<file path="src/rtl/fft_axi_pkg.sv">
// Shared types and constants for the FFT accelerator AXI initiator.
package fft_axi_pkg;

  typedef enum logic [2:0] {
    StIdle,
    StAw,
    StW,
    StB,
    StWaitCalc,
    StAr,
    StR,
    StDone
  } fft_mst_state_t;

  localparam logic [1:0]  AXI_BURST_INCR = 2'b01;
  localparam logic [2:0]  SIZE_2B        = 3'd1;
  localparam logic [2:0]  SIZE_4B        = 3'd2;
  localparam int unsigned MAX_SAMPLES_WR = 2048;
  localparam int unsigned MAX_SAMPLES_RD = 1024;

endpackage

</file>
<file path="src/rtl/axi_burst_planner.sv">
// Burst planner shared by the write and read phases: burst length, start address, last-burst flag.
module axi_burst_planner #(
  parameter int unsigned MAX_BURST = 256,
  parameter logic [11:0] WR_BASE   = 12'h000,
  parameter logic [11:0] RD_BASE   = 12'h000
) (
  input  logic        is_read,
  input  logic [11:0] remaining,
  input  logic [11:0] index,
  output logic [7:0]  ax_len,
  output logic [8:0]  beats,
  output logic [11:0] addr,
  output logic        last_burst
);

  localparam logic [11:0] MaxBurst = 12'(MAX_BURST);

  always_comb begin
    last_burst = (remaining <= MaxBurst);
    beats      = last_burst ? remaining[8:0] : 9'(MAX_BURST);
    ax_len     = 8'(beats - 9'd1);
    // Samples are 2 bytes and results 4 bytes; the sum wraps modulo 4 KB.
    addr       = is_read ? RD_BASE + (index << 2) : WR_BASE + (index << 1);
  end

endmodule

</file>
<file path="src/rtl/fft_axi_master.sv">
// FFT accelerator AXI initiator: writes N samples in INCR bursts, waits for CALC_DONE, reads N results.
// Optional watchdog enabled by defining FFT_MST_TIMEOUT_EN.
module fft_axi_master
  import fft_axi_pkg::*;
#(
  parameter int unsigned DATA_WIDTH = 32,
  parameter int unsigned ID_W_WIDTH = 2,
  parameter int unsigned ID_R_WIDTH = 2,
  parameter int unsigned MAX_BURST  = 256,
  parameter logic [11:0] WR_BASE    = 12'h000,
  parameter logic [11:0] RD_BASE    = 12'h000,
  parameter int unsigned TXN_ID     = 0
) (
  input  logic                  clk,
  input  logic                  Reset,
  input  logic                  start,
  input  logic [11:0]           SAMP_NUMBER,
  input  logic                  CALC_DONE,
  input  logic [15:0]           s_data,
  input  logic                  s_valid,
  output logic                  s_ready,
  output logic [DATA_WIDTH-1:0] r_data,
  output logic                  r_valid,
  input  logic                  r_ready,
  output logic                  busy,
  output logic                  done,
  output logic                  error,
  output logic [11:0]           AWADDR,
  output logic [7:0]            AWLEN,
  output logic [2:0]            AWSIZE,
  output logic [1:0]            AWBURST,
  output logic [ID_W_WIDTH-1:0] AWID,
  output logic                  AWVALID,
  input  logic                  AWREADY,
  output logic [15:0]           WDATA,
  output logic [1:0]            WSTRB,
  output logic                  WVALID,
  output logic                  WLAST,
  input  logic                  WREADY,
  input  logic                  BVALID,
  input  logic [ID_W_WIDTH-1:0] BID,
  output logic                  BREADY,
  output logic [11:0]           ARADDR,
  output logic [7:0]            ARLEN,
  output logic [2:0]            ARSIZE,
  output logic [1:0]            ARBURST,
  output logic [ID_R_WIDTH-1:0] ARID,
  output logic                  ARVALID,
  input  logic                  ARREADY,
  input  logic [DATA_WIDTH-1:0] RDATA,
  input  logic [ID_R_WIDTH-1:0] RID,
  input  logic                  RVALID,
  input  logic                  RLAST,
  output logic                  RREADY
);

  fft_mst_state_t state_q, state_d;
  logic [11:0] n_q, n_d, remaining_q, remaining_d, index_q, index_d;
  logic [7:0]  beat_q, beat_d, len_q, len_d;
  logic        error_q, error_d;
  logic [7:0]  plan_len;
  logic [8:0]  plan_beats;
  logic [11:0] plan_addr;
  logic        plan_last;
  logic        final_beat;

  axi_burst_planner #(
    .MAX_BURST (MAX_BURST),
    .WR_BASE   (WR_BASE),
    .RD_BASE   (RD_BASE)
  ) u_planner (
    .is_read    ((state_q == StAr) || (state_q == StR)),
    .remaining  (remaining_q),
    .index      (index_q),
    .ax_len     (plan_len),
    .beats      (plan_beats),
    .addr       (plan_addr),
    .last_burst (plan_last)
  );

`ifdef FFT_MST_TIMEOUT_EN
  logic [15:0] wdog_q;
  logic        hs_any;
  assign hs_any = (AWVALID & AWREADY) | (WVALID & WREADY) | (BVALID & BREADY) |
                  (ARVALID & ARREADY) | (RVALID & RREADY);
`endif

  assign final_beat = (beat_q == len_q);

  always_comb begin
    state_d     = state_q;
    n_d         = n_q;
    remaining_d = remaining_q;
    index_d     = index_q;
    beat_d      = beat_q;
    len_d       = len_q;
    error_d     = 1'b0;
    s_ready     = 1'b0;
    r_data      = '0;
    r_valid     = 1'b0;
    busy        = (state_q != StIdle) && (state_q != StDone);
    done        = (state_q == StDone);
    error       = error_q;
    AWADDR      = '0;
    AWLEN       = '0;
    AWSIZE      = '0;
    AWBURST     = '0;
    AWID        = '0;
    AWVALID     = 1'b0;
    WDATA       = '0;
    WSTRB       = '0;
    WVALID      = 1'b0;
    WLAST       = 1'b0;
    BREADY      = 1'b0;
    ARADDR      = '0;
    ARLEN       = '0;
    ARSIZE      = '0;
    ARBURST     = '0;
    ARID        = '0;
    ARVALID     = 1'b0;
    RREADY      = 1'b0;

    unique case (state_q)
      StIdle: begin
        if (start) begin
          if (SAMP_NUMBER == 12'd0 || SAMP_NUMBER > 12'(MAX_SAMPLES_WR)) begin
            error_d = 1'b1;
          end else begin
            n_d         = SAMP_NUMBER;
            remaining_d = SAMP_NUMBER;
            index_d     = '0;
            state_d     = StAw;
          end
        end
      end
      StAw: begin
        AWVALID = 1'b1;
        AWADDR  = plan_addr;
        AWLEN   = plan_len;
        AWSIZE  = SIZE_2B;
        AWBURST = AXI_BURST_INCR;
        AWID    = ID_W_WIDTH'(TXN_ID);
        if (AWREADY) begin
          len_d   = plan_len;
          beat_d  = '0;
          state_d = StW;
        end
      end
      StW: begin
        // Source stream is wired straight onto the W channel.
        WVALID  = s_valid;
        s_ready = WREADY;
        WDATA   = s_data;
        WSTRB   = 2'b11;
        WLAST   = final_beat;
        if (s_valid && WREADY) begin
          beat_d = beat_q + 8'd1;
          if (final_beat) state_d = StB;
        end
      end
      StB: begin
        BREADY = 1'b1;
        if (BVALID) begin
          if (BID != ID_W_WIDTH'(TXN_ID)) error_d = 1'b1;
          if (plan_last) begin
            remaining_d = n_q;
            index_d     = '0;
            state_d     = StWaitCalc;
          end else begin
            remaining_d = remaining_q - 12'(plan_beats);
            index_d     = index_q + 12'(plan_beats);
            state_d     = StAw;
          end
        end
      end
      StWaitCalc: begin
        // Results are 4 bytes each, so more than 1024 would overrun the 4 KB window.
        if (n_q > 12'(MAX_SAMPLES_RD)) begin
          error_d = 1'b1;
          state_d = StIdle;
        end else if (CALC_DONE) begin
          state_d = StAr;
        end
      end
      StAr: begin
        ARVALID = 1'b1;
        ARADDR  = plan_addr;
        ARLEN   = plan_len;
        ARSIZE  = SIZE_4B;
        ARBURST = AXI_BURST_INCR;
        ARID    = ID_R_WIDTH'(TXN_ID);
        if (ARREADY) begin
          len_d   = plan_len;
          beat_d  = '0;
          state_d = StR;
        end
      end
      StR: begin
        r_data  = RDATA;
        r_valid = RVALID;
        RREADY  = r_ready;
        if (RVALID && r_ready) begin
          if (RID != ID_R_WIDTH'(TXN_ID) || RLAST != final_beat) error_d = 1'b1;
          beat_d = beat_q + 8'd1;
          if (final_beat) begin
            if (plan_last) begin
              state_d = StDone;
            end else begin
              remaining_d = remaining_q - 12'(plan_beats);
              index_d     = index_q + 12'(plan_beats);
              state_d     = StAr;
            end
          end
        end
      end
      StDone: begin
        state_d = StIdle;
      end
      default: state_d = StIdle;
    endcase

`ifdef FFT_MST_TIMEOUT_EN
    if (busy && wdog_q == 16'hFFFF) begin
      AWVALID = 1'b0;
      WVALID  = 1'b0;
      s_ready = 1'b0;
      BREADY  = 1'b0;
      ARVALID = 1'b0;
      RREADY  = 1'b0;
      r_valid = 1'b0;
      error_d = 1'b1;
      state_d = StIdle;
    end
`endif
  end

  always_ff @(posedge clk) begin
    if (Reset) begin
      state_q     <= StIdle;
      n_q         <= '0;
      remaining_q <= '0;
      index_q     <= '0;
      beat_q      <= '0;
      len_q       <= '0;
      error_q     <= 1'b0;
    end else begin
      state_q     <= state_d;
      n_q         <= n_d;
      remaining_q <= remaining_d;
      index_q     <= index_d;
      beat_q      <= beat_d;
      len_q       <= len_d;
      error_q     <= error_d;
    end
  end

`ifdef FFT_MST_TIMEOUT_EN
  always_ff @(posedge clk) begin
    if (Reset || state_d != state_q || hs_any) begin
      wdog_q <= '0;
    end else if (busy) begin
      wdog_q <= wdog_q + 16'd1;
    end
  end
`endif

endmodule

</file>
<file path="config.mk">
export PLATFORM = sky130hd
export DESIGN_NAME = fft_axi_master
export DESIGN_NICKNAME = d
export VERILOG_FILES = /design/src/rtl/fft_axi_pkg.sv /design/src/rtl/axi_burst_planner.sv /design/src/rtl/fft_axi_master.sv
export SDC_FILE = /design/constraint.sdc
export NUM_CORES = 1
export LEC_CHECK = 0
export CORE_MARGIN = 2
export CORE_UTILIZATION = 25
export CTS_BUF_LIST = sky130_fd_sc_hd__clkbuf_8
export DETAILED_ROUTE_END_ITERATION = 10
export PLACE_DENSITY = 0.58
export SLEW_MARGIN = 20
export SYNTH_ARGS = -nofsm -noshare
export SYNTH_HDL_FRONTEND = slang
export SYNTH_SLANG_ARGS = --single-unit
</file>
<file path="constraint.sdc">
create_clock -name clk -period 2.82 [get_ports clk]
set_input_delay 0.846 -clock clk [delete_from_list [all_inputs] [get_ports clk]]
set_output_delay 0.846 -clock clk [all_outputs]
set_load 0.01 [all_outputs]
</file>
==> Word-level counts from Yosys, hierarchy flattened <==
Cells that the tools add are included.
{ "word_totals": {"register_bits": 56, "inputBits": 76, "elab_cells": 122, "out_inout_bits": 115} }
{ "classes": {"addsub": 4, "eq_ne": 21, "magnitude_cmp": 3, "bitwise_logic": 1, "n_mux": 67, "reduce_logical": 19} }
{ "ops": {"columns": ["cell", "count"], "rows": [
  ["12-bit 2-to-1 mux", 17],
  ["12-bit case mux with 3 select lines", 2],
  ["8-bit 2-to-1 mux", 8],
  ["3-bit 2-to-1 mux", 12],
  ["32-bit 2-to-1 mux", 1],
  ["8-bit case mux with 4 select lines", 1],
  ["3-bit case mux with 8 select lines", 1],
  ["1-bit 2-to-1 mux", 18],
  ["2-bit != test (second input constant)", 9],
  ["16-bit 2-to-1 mux", 1],
  ["8-bit case mux with 2 select lines", 1],
  ["12-bit by 9-bit adder with 12-bit output", 1],
  ["3-bit equality test (second input constant)", 4],
  ["12-bit by 11-bit greater-than comparator with 1-bit output (second input constant)", 1],
  ["12-bit greater-than comparator (second input constant)", 1],
  ["12-bit by 9-bit less-or-equal comparator with 1-bit output (second input constant)", 1],
  ["12-bit zero test", 1],
  ["12-bit by 9-bit subtractor with 12-bit output", 1],
  ["10-bit AND reduction", 1],
  ["9-bit 2-to-1 mux", 1],
  ["8-bit by 1-bit adder with 8-bit output (second input constant)", 1],
  ["8-bit equality test", 1],
  ["8-bit by 1-bit subtractor with 8-bit output (second input constant)", 1],
  ["7-bit AND reduction", 1],
  ["16 further kinds", 28]
]} }

==> Longest topological paths before layout <==
{ "depth": {"ltp_word": 7, "ltp_mapped": 14, "mapped_depth_nobuf": 13} }

==> Cells and area by module <==
From an unflattened synthesis, not the netlist that was laid out.
{ "hier_totals": {"cells_unflattened": 613, "area_unflattened_um2": 4792.1} }
{ "by_module_without_submodules": {"columns": ["module", "area_per_inst_um2", "instances", "cells_each", "seq_area_each_um2"], "rows": [
  ["fft_axi_master", 4369.2, 1, 556, 1121.1],
  ["axi_burst_planner", 422.9, 1, 57, 0.0]
]} }

==> Least setup slack after synthesis <==
OpenSTA, ideal clock, no wires.
{ "synth_path": {"path_type": "register to register", "start": "register remaining_q[8]", "end": "register index_q[9]", "stages_incl_launch_ff": 14, "period_less_slack_ns": 3.051, "arrival_time_ns": 2.980, "setup_slack_ns": -0.231, "required_time_ns": 2.749, "path_cell_list": "dfxtp_1 > buf_4 > nor4_4 > and2_1 > ha_1 > o21ai_0 > a21oi_1 > a31oi_2 > maj3_2 > a221oi_1 > a2111o_1 > a311oi_1 > or3_1 > a21oi_1"} }
{ "synth_via": {"elab_chain_len": 7} }
{ "synth_rtl": {"columns": ["element", "line", "source"], "rows": [
  ["from (decl)", "fft_axi_master.sv:58", "logic [11:0] n_q, n_d, remaining_q, remaining_d, index_q, index_d;"],
  ["from (signal assigned)", "fft_axi_master.sv:249", "remaining_q <= remaining_d;"],
  ["12-bit by 9-bit less-or-equal comparator with 1-bit output", "axi_burst_planner.sv:19", "last_burst = (remaining <= MaxBurst);"],
  ["9-bit 2-to-1 mux", "axi_burst_planner.sv:20", "beats = last_burst ? remaining[8:0] : 9'(MAX_BURST);"],
  ["12-bit by 9-bit adder with 12-bit output", "fft_axi_master.sv:171, fft_axi_master.sv:210", null],
  ["12-bit 2-to-1 mux", "fft_axi_master.sv:206", "if (plan_last) begin"],
  ["12-bit 2-to-1 mux", "fft_axi_master.sv:205", "if (final_beat) begin"],
  ["12-bit 2-to-1 mux", "fft_axi_master.sv:202", "if (RVALID && r_ready) begin"],
  ["12-bit case mux with 3 select lines", "fft_axi_master.sv:123", "unique case (state_q)"],
  ["to (signal assigned)", "fft_axi_master.sv:250", "index_q <= index_d;"],
  ["to (decl)", "fft_axi_master.sv:58", null]
]} }
Parallel ways exist; a longest one is shown, timed or not. The select of a mux whose other input is x is not followed.
A chain may end at the register's enable or synchronous reset.

==> Worst setup path in the final report <==
{ "layout_path": {"start": "register remaining_q[4]", "end": "output port ARLEN[5]"} }
{ "layout_via": {"elab_chain_len": 4} }
{ "layout_rtl": {"columns": ["element", "line", "source"], "rows": [
  ["12-bit by 9-bit less-or-equal comparator with 1-bit output", "axi_burst_planner.sv:19", null],
  ["9-bit 2-to-1 mux *", "axi_burst_planner.sv:20", null],
  ["8-bit by 1-bit subtractor with 8-bit output *", "axi_burst_planner.sv:21", "ax_len = 8'(beats - 9'd1);"],
  ["8-bit 2-to-1 mux *", "fft_axi_master.sv:123", null],
  ["to (decl)", "fft_axi_master.sv:44", "output logic [7:0] ARLEN,"]
]} }
Every way passes the cells marked *; elsewhere a longest branch is shown, timed or not.

==> qor.log <==
[worst_setup_path] Worst EP required 1970 ps
[placed_design] Port Buffer Count 177
[global_routing] wire length of the first global-routing pass 26.0 mm
[timing] Final WS setup -132 ps
[timing] unrepaired setup endpoints after global routing true
[clock_network] Clk Latency, worst-skew pair 350 ps
[placed_design] gpl congestion 0.827
[global_routing] gr usage total 0.176
[global_routing] Remaining Overflow, GRT 0
[placed_design] sum of net half-perimeters after detailed placement 12.8 mm
[pwr] standby leakage power 4.25 nW
[clock_network] count of hold buffers inserted by post-cts repair 0
[route] post-route antenna net violation count 0
[route] vias per std cell 4.94
[worst_setup_path] startpoint of the most critical setup path remaining_q[4]$_SDFFE_PP0P_
[worst_setup_path] endpoint of the worst register-to-register path index_q[9]$_SDFFE_PP0P_
[clock_network] number of clock sinks 55
[clock_network] clock transition at the register clock pins on the worst setup and hold paths after CTS 120 ps
[synthesis] Post-synth EDFFs 0
[clock_network] number of buffers inserted during clock tree synthesis 5
[worst_setup_path] CP startpoint kind register
[timing] Slew Viols, Final 0
[route] via count of the routed design 5424
[final_layout] area added between synthesis and finish 73.2%
[worst_setup_path] FF-to-FF Start remaining_q[8]$_SDFFE_PP0P_
[synthesis] proportion of synthesized chip area in sequential cells 0.246
[final_layout] Final nets 955
[status] failing checks setup timing
[final_layout] Inserted Diodes 0
[run] # Max-Cap Violations 0
[timing] share of the clock period used by the worst path 1.05
[route] DRC violations left 0
[clock_network] largest buffer count on any clock path 2
[floorplanning] I/O pin count 191
[synthesis] Top FF cell, synth sky130_fd_sc_hd__dfxtp_1
[route] routed wire length 17.9 mm
[final_layout] Fill cells 1771
[synthesis] fraction of post-synthesis cell area in the top cell type by area 0.246
[pwr] overall power 0.00683 W
[synthesis] top-count cell post-synth sky130_fd_sc_hd__nand2_1
[timing] fmax 0.339 GHz
[worst_setup_path] type of the worst setup path register to output pin
[pwr] Peak VDD IR 0.643 mV
[timing] transition time of the tightest slew-check pin 930 ps
[worst_setup_path] r2r setup slk -70 ps
[synthesis] distinct cell type count after synthesis 71
[floorplanning] die height 138 um
[pwr] P per Cell Area 881 mW/mm2
[floorplanning] area of the placeable core 0.0174 mm2
[timing] final setup vio count 15
[route] count of routing violations after the opening detailed-route iteration 319
[floorplanning] effective utilization at floorplan 0.257
[synthesis] cell accounting for the most synthesized area sky130_fd_sc_hd__dfxtp_1
[global_routing] via count of the first global-routing pass 4948
[timing] worst slew margin relative to its limit 0.376
[synthesis] per-instance average area after synthesis 7.06 um2
[global_routing] initial antenna violation count 0
[status] run status finished, violations left
[hold_path] worst min-delay path startpoint n_q[9]$_SDFFE_PP0P_
[route] Wirelength per Cell 16.3 um
[floorplanning] row count 48
[synthesis] register bit count reported by yosys 55
[timing] worst hold slack after final layout 487 ps
[timing] Post-Route Setup TNS -1140 ps
[worst_setup_path] critical path data arrival time 2110 ps
[clock_network] Root Buffer sky130_fd_sc_hd__clkbuf_8
[floorplanning] DIE AREA 0.0190 mm2
[synthesis] main area contributors after synthesis sky130_fd_sc_hd__dfxtp_1 (25%), sky130_fd_sc_hd__and3_1 (9.4%), sky130_fd_sc_hd__nand2_1 (6.5%)
[global_routing] largest net degree at the start of global routing 41
[synthesis] Commonest cells post-synth sky130_fd_sc_hd__nand2_1 (78), sky130_fd_sc_hd__and3_1 (67), sky130_fd_sc_hd__nor2_1 (63), sky130_fd_sc_hd__dfxtp_1 (55), sky130_fd_sc_hd__a21oi_1 (48)
[hold_path] Min-Delay Endpoint n_q[9]$_SDFFE_PP0P_
[timing] final hold viol count 0
[hold_path] class of the most critical hold timing path register to register
[synthesis] post-synthesis instance total 635
[final_layout] share of layout cells above drive strength 1 0.253
[worst_setup_path] top fanout value on the critical path 3
[floorplanning] DIE WIDTH 138 um
[synthesis] share of flip-flops with an asynchronous set or reset after synthesis 0
[worst_setup_path] depth of the worst register-to-register path 12
[timing] setup clock skew after layout 15.8 ps
[final_layout] Final Core Density 0.446
[worst_setup_path] kind of capture point of the worst setup path output pin
[clock_network] Clock H-tree levels 2
[timing] time the worst path needs with I/O delays and setup 2950 ps
[clock_network] CTS tree yes
[route] number of optimization iterations in the first detailed-route pass 5
[synthesis] Warnings, synthesis 0
[hold_path] worst hold stages 2
[synthesis] cell area after synthesis 0.00448 mm2
[placed cells by master, fill, tap and decap left out, types with 11 or more instances in the layout]
cell                              Yosys  layout
sky130_fd_sc_hd__a211oi_1            17      15
sky130_fd_sc_hd__a21oi_1             48      43
sky130_fd_sc_hd__and2_1              15      13
sky130_fd_sc_hd__and3_1              67      66
sky130_fd_sc_hd__buf_2                3      12
sky130_fd_sc_hd__buf_4               22      95
sky130_fd_sc_hd__buf_6                5      11
sky130_fd_sc_hd__clkdlybuf4s50_1      0      78
sky130_fd_sc_hd__conb_1               2      15
sky130_fd_sc_hd__dfxtp_1             55      44
sky130_fd_sc_hd__dlygate4sd2_1        0      29
sky130_fd_sc_hd__dlymetal6s2s_1       0      55
sky130_fd_sc_hd__nand2_1             78      74
sky130_fd_sc_hd__nand3_1             23      21
sky130_fd_sc_hd__nor2_1              63      52
sky130_fd_sc_hd__nor3_1              16      12
sky130_fd_sc_hd__o21ai_0             21      18
sky130_fd_sc_hd__xor2_1              17      15
[routing by layer]
metal / track usage / wire (um) / vias up
met5: 0 / 0 / -
met4: 0.0425 / 229 / 0
met3: 0.0344 / 1570 / 19
met2: 0.297 / 8390 / 226
met1: 0.231 / 7700 / 2473
li1: - / - / 2706
[how the worst max path moves through the flow]
stage	cells after the start	slack, ps	endpoint
after floorplan	13	-70	index_q[9]$_SDFFE_PP0P_
after global placement	10	-770	remaining_q[3]$_SDFFE_PP0P_
after detailed placement	10	-800	remaining_q[3]$_SDFFE_PP0P_
after CTS	7	-160	ARLEN[3]
after global routing	12	-220	index_q[9]$_SDFFE_PP0P_
final	7	-130	ARLEN[5]
[sequential cells by signal, indices dropped and copies added, names as in the netlist]
| register | flops |
|---|---|
| state_q | 3 |
| error | 1 |
| index_q | 11 |
| n_q | 12 |
| remaining_q | 12 |
| beat_q | 8 |
| len_q | 8 |
[through the flow]
step	cell area, um2	setup WS, ps	instances
floorplan	4580	-71.5	648
detailed placement	6920	-796	1062
global placement	6920	-775	1062
finish	7760	-132	1098
global route	7760	-220	1098
CTS	7310	-163	1083
[critical path, cell delays in order, from the launching register on]
cell and delay, ps:
sky130_fd_sc_hd__dfxtp_2 340, sky130_fd_sc_hd__or4_4 560, sky130_fd_sc_hd__o21ai_4 210, sky130_fd_sc_hd__buf_6 120
sky130_fd_sc_hd__and2_4 140, sky130_fd_sc_hd__and3_4 220, sky130_fd_sc_hd__nor2_2 40, sky130_fd_sc_hd__buf_2 130
[logic make-up after synthesis]
family                     count (synthesis)  synth area share
xor gates and xnor gates                  27            0.0528
adders and majority gates                  9            0.0243
muxes                                      2           0.00447
other                                      2           0.00168
buffers and inverters                     86             0.104
DFF                                       55             0.246
and+or+nand+nor                          307             0.349
AOI/OAI and AO/OA                        147             0.217
[power breakdown]
group | switching (W) | internal (W)
clock | 0.000316 | 0.000179
combinational | 0.00270 | 0.00248
sequential | 0.000170 | 0.000981
total | 0.00319 | 0.00364
[timing repair]
item,in CTS,in global routing
cloned,2,3
gates resized for setup,136,102
setup buffers,11,13
pin swaps,20,21
endpoints found under the setup margin,124,103
[layout make-up]
type	count	area [um2]	share of cell area
inverter	9	40.0	0.00516
multi-input combinational	507	3330	0.429
timing repair buffer	293	2890	0.372
sequential	55	1120	0.145
timing repair inverter	1	7.51	0.000967
clock inverter	3	25.0	0.00322
clock buffer	5	68.8	0.00887
tap	225	282	0.0363
Note: power is estimated with default switching activity, not from simulation.
